## src/rtl/keypad_pkg.sv

```systemverilog
// Shared types and helpers for the keypad scanner and the row/column decoder.
package keypad_pkg;

   localparam int NUM_ROWS = 4;
   localparam int NUM_COLS = 4;

   typedef enum logic [1:0] {
      SCAN       = 2'd0,
      PRESS_DB   = 2'd1,
      HELD       = 2'd2,
      RELEASE_DB = 2'd3
   } scan_state_t;

   typedef logic [3:0] onehot4_t;

   // Index (0..3) to one-hot active-high vector.
   function automatic onehot4_t idx_to_onehot(input logic [1:0] idx);
      return onehot4_t'(1) << idx;
   endfunction

   // Index of the lowest set bit; bit 0 wins when several are set.
   function automatic logic [1:0] lowest_set(input onehot4_t v);
      logic [1:0] idx;
      idx = 2'd0;
      for (int i = NUM_COLS - 1; i >= 0; i--) begin
         if (v[i]) begin
            idx = 2'(i);
         end
      end
      return idx;
   endfunction

endpackage

```

## src/rtl/sync_2ff.sv

```systemverilog
// Parameterized-width two-flop synchronizer for asynchronous inputs.
module sync_2ff #(
   parameter int          WIDTH     = 4,
   parameter logic [WIDTH-1:0] RESET_VAL = '1
) (
   input  logic             clk,
   input  logic             reset,
   input  logic [WIDTH-1:0] d,
   output logic [WIDTH-1:0] q
);

   logic [WIDTH-1:0] meta_d;
   logic [WIDTH-1:0] meta_q;
   logic [WIDTH-1:0] sync_d;
   logic [WIDTH-1:0] sync_q;

   // Next-state of the two synchronizer stages.
   always_comb begin
      meta_d = d;
      sync_d = meta_q;
   end

   // Two back-to-back flops; reset to the idle (inactive) level.
   always_ff @(posedge clk) begin
      if (reset) begin
         meta_q <= RESET_VAL;
         sync_q <= RESET_VAL;
      end else begin
         meta_q <= meta_d;
         sync_q <= sync_d;
      end
   end

   assign q = sync_q;

endmodule

```

## src/rtl/keypad_scanner.sv

```systemverilog
// 4x4 matrix keypad scanner: row drive, column sampling, press/release
// debounce, and registered one-hot row/column outputs with a press strobe.
module keypad_scanner
   import keypad_pkg::*;
#(
   parameter int SCAN_DIV        = 4,
   parameter int DEBOUNCE_CYCLES = 8
) (
   input  logic     clk,
   input  logic     reset,
   input  logic [3:0] col_n,
   output logic [3:0] row_n,
   output logic [3:0] r,
   output logic [3:0] c,
   output logic     key_valid,
   output logic     key_held
);

   localparam int DWELL_W = $clog2(SCAN_DIV);
   localparam int DB_W    = $clog2(DEBOUNCE_CYCLES);
   localparam logic [DWELL_W-1:0] DWELL_LAST = DWELL_W'(SCAN_DIV - 1);
   localparam logic [DB_W-1:0]    DB_LAST    = DB_W'(DEBOUNCE_CYCLES - 1);

   // Synchronized, active-high column view; every decision uses this only.
   logic [3:0] col_sync;
   onehot4_t   col_s;
   logic       col_bit;

   sync_2ff #(
      .WIDTH     (4),
      .RESET_VAL (4'b1111)
   ) u_col_sync (
      .clk   (clk),
      .reset (reset),
      .d     (col_n),
      .q     (col_sync)
   );

   assign col_s = ~col_sync;

   scan_state_t        state_q,     state_d;
   logic [1:0]         row_idx_q,   row_idx_d;
   logic [1:0]         col_idx_q,   col_idx_d;
   logic [DWELL_W-1:0] dwell_q,     dwell_d;
   logic [DB_W-1:0]    db_cnt_q,    db_cnt_d;
   logic [3:0]         row_n_q,     row_n_d;
   onehot4_t           r_q,         r_d;
   onehot4_t           c_q,         c_d;
   logic               key_valid_q, key_valid_d;
   logic               key_held_q,  key_held_d;

   logic [1:0] next_row;

   assign next_row = row_idx_q + 2'd1;
   assign col_bit  = col_s[col_idx_q];

   // Scan/debounce state machine: next-state and registered-output values.
   always_comb begin
      state_d     = state_q;
      row_idx_d   = row_idx_q;
      col_idx_d   = col_idx_q;
      dwell_d     = dwell_q;
      db_cnt_d    = db_cnt_q;
      row_n_d     = row_n_q;
      r_d         = r_q;
      c_d         = c_q;
      key_valid_d = 1'b0;
      key_held_d  = key_held_q;

      case (state_q)
         SCAN: begin
            if (dwell_q == DWELL_LAST) begin
               // Sample only at the end of the dwell so the synchronizer
               // has settled on this row's columns.
               dwell_d = '0;
               if (|col_s) begin
                  col_idx_d = lowest_set(col_s);
                  db_cnt_d  = '0;
                  state_d   = PRESS_DB;
               end else begin
                  row_idx_d = next_row;
                  row_n_d   = ~idx_to_onehot(next_row);
               end
            end else begin
               dwell_d = dwell_q + 1'b1;
            end
         end

         PRESS_DB: begin
            if (col_bit) begin
               if (db_cnt_q == DB_LAST) begin
                  state_d     = HELD;
                  db_cnt_d    = '0;
                  r_d         = idx_to_onehot(row_idx_q);
                  c_d         = idx_to_onehot(col_idx_q);
                  key_valid_d = 1'b1;
                  key_held_d  = 1'b1;
               end else begin
                  db_cnt_d = db_cnt_q + 1'b1;
               end
            end else begin
               // Bounce: abandon this candidate and move on to the next row.
               state_d   = SCAN;
               db_cnt_d  = '0;
               dwell_d   = '0;
               row_idx_d = next_row;
               row_n_d   = ~idx_to_onehot(next_row);
            end
         end

         HELD: begin
            // Other columns are ignored; only the latched key matters.
            if (!col_bit) begin
               state_d  = RELEASE_DB;
               db_cnt_d = '0;
            end
         end

         RELEASE_DB: begin
            if (col_bit) begin
               state_d  = HELD;
               db_cnt_d = '0;
            end else if (db_cnt_q == DB_LAST) begin
               state_d    = SCAN;
               db_cnt_d   = '0;
               dwell_d    = '0;
               row_idx_d  = next_row;
               row_n_d    = ~idx_to_onehot(next_row);
               r_d        = '0;
               c_d        = '0;
               key_held_d = 1'b0;
            end else begin
               db_cnt_d = db_cnt_q + 1'b1;
            end
         end

         default: begin
            state_d = SCAN;
         end
      endcase
   end

   // State, counters and all outputs registered; reset returns to row 0 scan.
   always_ff @(posedge clk) begin
      if (reset) begin
         state_q     <= SCAN;
         row_idx_q   <= 2'd0;
         col_idx_q   <= 2'd0;
         dwell_q     <= '0;
         db_cnt_q    <= '0;
         row_n_q     <= 4'b1110;
         r_q         <= '0;
         c_q         <= '0;
         key_valid_q <= 1'b0;
         key_held_q  <= 1'b0;
      end else begin
         state_q     <= state_d;
         row_idx_q   <= row_idx_d;
         col_idx_q   <= col_idx_d;
         dwell_q     <= dwell_d;
         db_cnt_q    <= db_cnt_d;
         row_n_q     <= row_n_d;
         r_q         <= r_d;
         c_q         <= c_d;
         key_valid_q <= key_valid_d;
         key_held_q  <= key_held_d;
      end
   end

   assign row_n     = row_n_q;
   assign r         = r_q;
   assign c         = c_q;
   assign key_valid = key_valid_q;
   assign key_held  = key_held_q;

endmodule

```

## config.mk

```make
export PLATFORM = sky130hd
export DESIGN_NAME = keypad_scanner
export DESIGN_NICKNAME = d
export VERILOG_FILES = /design/src/rtl/keypad_pkg.sv /design/src/rtl/sync_2ff.sv /design/src/rtl/keypad_scanner.sv
export SDC_FILE = /design/constraint.sdc
export NUM_CORES = 1
export LEC_CHECK = 0
export ABC_AREA = 1
export CORE_MARGIN = 1.5
export CORE_UTILIZATION = 40
export DETAILED_ROUTE_END_ITERATION = 16
export PLACE_DENSITY = 0.63
export SETUP_SLACK_MARGIN = 0.2
export SKIP_LAST_GASP = 1
export SLEW_MARGIN = 20
export SYNTH_ARGS = -nofsm -noshare
export SYNTH_HDL_FRONTEND = slang
export SYNTH_SLANG_ARGS = --single-unit
```

## constraint.sdc

```tcl
create_clock -name clk -period 1.27 [get_ports clk]
set_input_delay 0.254 -clock clk [delete_from_list [all_inputs] [get_ports clk]]
set_output_delay 0.254 -clock clk [all_outputs]
set_load 0.01 [all_outputs]
```

==> results.py <==
metrics = {
    "synthesis": {
        "ys_seq_area_share_pct": 43.8,
        "synthDistinctLibCells": 21,
        "yosys_register_bits": 33,
        "synth_nets": 205,
        "postSynthAreaPerCell_um2": 7.94,
        "netlist_area_um2": 1510,
        "synth_cells": 190,
        "yosysWarnings": 0,
    },
    "global_route": {
        "grt_pass1_vias": 1350,
        "grt_pass1_wl_um": 5960,
        "gr-total-overflow": 0,
        "grt_max_degree": 28,
        "antenna_found_initial": 0,
        "globalRouteTotalUtil_pct": 18.6,
    },
    "power_and_ir_drop": {
        "p_int_uw": 1580,
        "power_density_nw_per_um2": 1020,
        "combPwrFrac_pct": 13.2,
        "p_sw_share_pct": 26.5,
        "ir_worst_vdd_v": 0.000488,
        "total_power_uw": 2150,
        "p_leak_uw": 0.000944,
        "p_sw_uw": 568,
        "p_clk_share_pct": 34.7,
        "pwr-share-seq_pct": 52.1,
    },
    "floorplan": {
        "die-area_um2": 4150,
        "num_io_pins": 20,
        "die_w_um": 64.4,
        "die_h_um": 64.4,
        "start_util_pct": 41.5,
        "rows": 22,
        "coreArea_um2": 3630,
    },
    "final_layout": {
        "drive_above_1_share_pct": 43.7,
        "n_antenna_cell": 0,
        "fin_nets": 236,
        "syn_to_final_growth_pct": 39.2,
    },
    "sta": {
        "rsz0062_at_grt": "true",
        "fmax_mhz": 800,
        "period_share_pct": 98.4,
        "fin_ws_ns": 0.0197,
        "tightest_slew_ns": 0.275,
        "fin_crit_ns": 1.25,
        "fin_skew_ns": 0.00401,
        "slew_viol_final": 0,
        "timing_hold_violations_final": 0,
        "slew_headroom_pct": 81.6,
        "finalSetupViolCount": 0,
    },
    "routing": {
        "route.detailed.drc": 0,
        "dr.pass1.iters": 4,
        "wl_per_cell_um": 13.1,
        "vias": 1293,
        "wirelength_um": 3530,
        "drt_iter0_drc": 61,
        "postRouteAntennaNets": 0,
        "via_per_inst": 4.79,
    },
    "clocking": {
        "cts_root_buf": "clkbuf_8",
        "cts_tree": "yes",
        "numCtsBuffers": 5,
        "clk_pin_slew_worst_paths_ns": 0.07,
        "clkSinkCount": 33,
        "clk_latency_ns": 0.28,
        "cts_max_level": 2,
        "cts_buffer_depth": 2,
    },
    "critical_path": {
        "r2r-end": "r[3]",
        "crit_top_cell": "ha_4",
        "path_cells": "ha_4 > ha_4 > inv_1 > nor2_8 > nand3_2 > nand2_1",
        "crit_fanout": 5,
        "end_kind": "register",
        "max_stage_delay_ns": 0.36,
        "r2r-start": "db_cnt_q[0]",
        "crit_type": "reg2reg",
        "reg2reg_depth": 6,
        "start_kind": "register",
        "cpMaxStageDelayCell": "dfxtp_4",
        "r2r_slack_ns": 0.02,
        "crit_required_ns": 1.44,
        "arrival_ns": 1.42,
    },
    "min_path": {
        "worstHoldStart": "u_col_sync.meta_q[2]",
        "hold-path-endpoint": "u_col_sync.q[2]",
        "hp-class": "reg2reg",
        "hold_depth": 1,
    },
    "placed_design": {
        "portBuffers": 19,
        "dp_slack_ns": -0.0526,
        "hpwl_um": 2230,
        "gp_congestion": 0.747,
    },
    "outcome": {
        "status": "finished clean",
    },
    "run": {
        "maxCapViolations": 0,
    },
}
[flip-flops by register name (all words and copies together), names as in the netlist, 2 cells and up, named ones only]
register           cells
c                      4
col_idx_q              2
db_cnt_q               3
dwell_q                2
r                      4
row_idx_q              2
row_n                  4
u_col_sync.meta_q      4
u_col_sync.q           4
[worst max path at each step]
stage | start | cells past startpoint | endpoint
floorplan | db_cnt_q[0] | 8 | row_idx_q[0]
global placement | reset | 5 | c[3]
detailed placement | reset | 5 | r[3]
CTS | db_cnt_q[1] | 8 | row_idx_q[1]
global route | db_cnt_q[0] | 8 | row_n[0]
finish | db_cnt_q[0] | 6 | r[3]
[routing by layer]
| layer | vias to the layer above | global-route usage, % | routed length, um |
|---|---|---|---|
| li1 | 677 | - | - |
| met1 | 601 | 20.7 | 1520 |
| met2 | 13 | 35.3 | 1920 |
| met3 | 2 | 4.23 | 69 |
| met4 | 0 | 4.79 | 24 |
| met5 | - | 0 | 0 |
[placed cells by master, fill, tap and decap left out, drive strengths merged, types with 3 or more instances in the layout]
cell	instances
a21oi	8
buf	17
clkbuf	8
clkdlybuf4s50	5
clkinv	3
dfxtp	33
ha	9
inv	21
nand2	56
nand3	29
nand4	6
nor2	15
or2	8
[critical path: cells and delay by family, from the launching register on]
kind	cells	cell delay (ns)
adders and majority gates	2	0.34
buffers and inverters	1	0.23
DFF	1	0.36
and+or+nand+nor	3	0.22
[metrics by stage]
stage / instances / utilization, % / hold WS (ns) / area [um^2] / TNS [ns]
floorplan: 190 / - / 0.358 / 1560 / 0
detailed placement: 256 / 50.2 / 0.398 / 1820 / -0.272
finish: 270 / 57.7 / 0.414 / 2100 / 0
global route: 270 / 57.7 / 0.419 / 2100 / -0.383
CTS: 268 / 55.8 / 0.416 / 2030 / 0
global placement: 256 / 50.2 / 0.393 / 1820 / -0.0118
[cell families after synthesis]
kind of cell               after synthesis  share of synthesized area [%]
adders and majority gates                9                           7.47
buffers and inverters                   25                           6.39
DFF                                     33                           43.8
and+or+nand+nor                        113                           39.0
AOI/OAI and AO/OA                       10                           3.32
[timing repair]
item,in CTS,in global routing
setup buffers,2,1
pin swaps,10,14
gates resized for setup,90,23
hold endpoints to repair,0,0
cloned,2,1
hold buffers,0,0
endpoints found under the setup margin,39,27
[Yosys cell counts, drive strengths merged]
cell type,number,area share (%)
nand2,55,16
dfxtp,33,44
nand3,28,11
inv,21,5.2
nor2,14,5.1
ha,9,7.5
a21oi,8,2.7
or2,8,3.3
nand4,6,2.5
buf,2,0.66
nand3b,2,1.0
o21ai,2,0.66
clkbuf,1,0.25
clkinv,1,0.25
[area by class of cell]
cell class	count	area, um^2
timing repair buffer	24	170
tap	48	60.1
sequential	33	693
clock inverter	2	10.0
fill	337	1540
clock buffer	6	72.6
multi-input combinational	135	1000
inverter	22	87.6
[power by group through the flow]
| stage | sequential (uW) | combinational (uW) | clock (uW) |
|---|---|---|---|
| 6_report | 1120 | 283 | 745 |
| 5_1_grt | 1120 | 325 | 821 |
| 4_1_cts | 1110 | 264 | 766 |
| 3_5_place_dp | 1140 | 245 | 0 |
| 3_3_place_gp | 1130 | 235 | 0 |
| 2_1_floorplan | 1130 | 158 | 0 |
(Power assumes the default switching activity.)
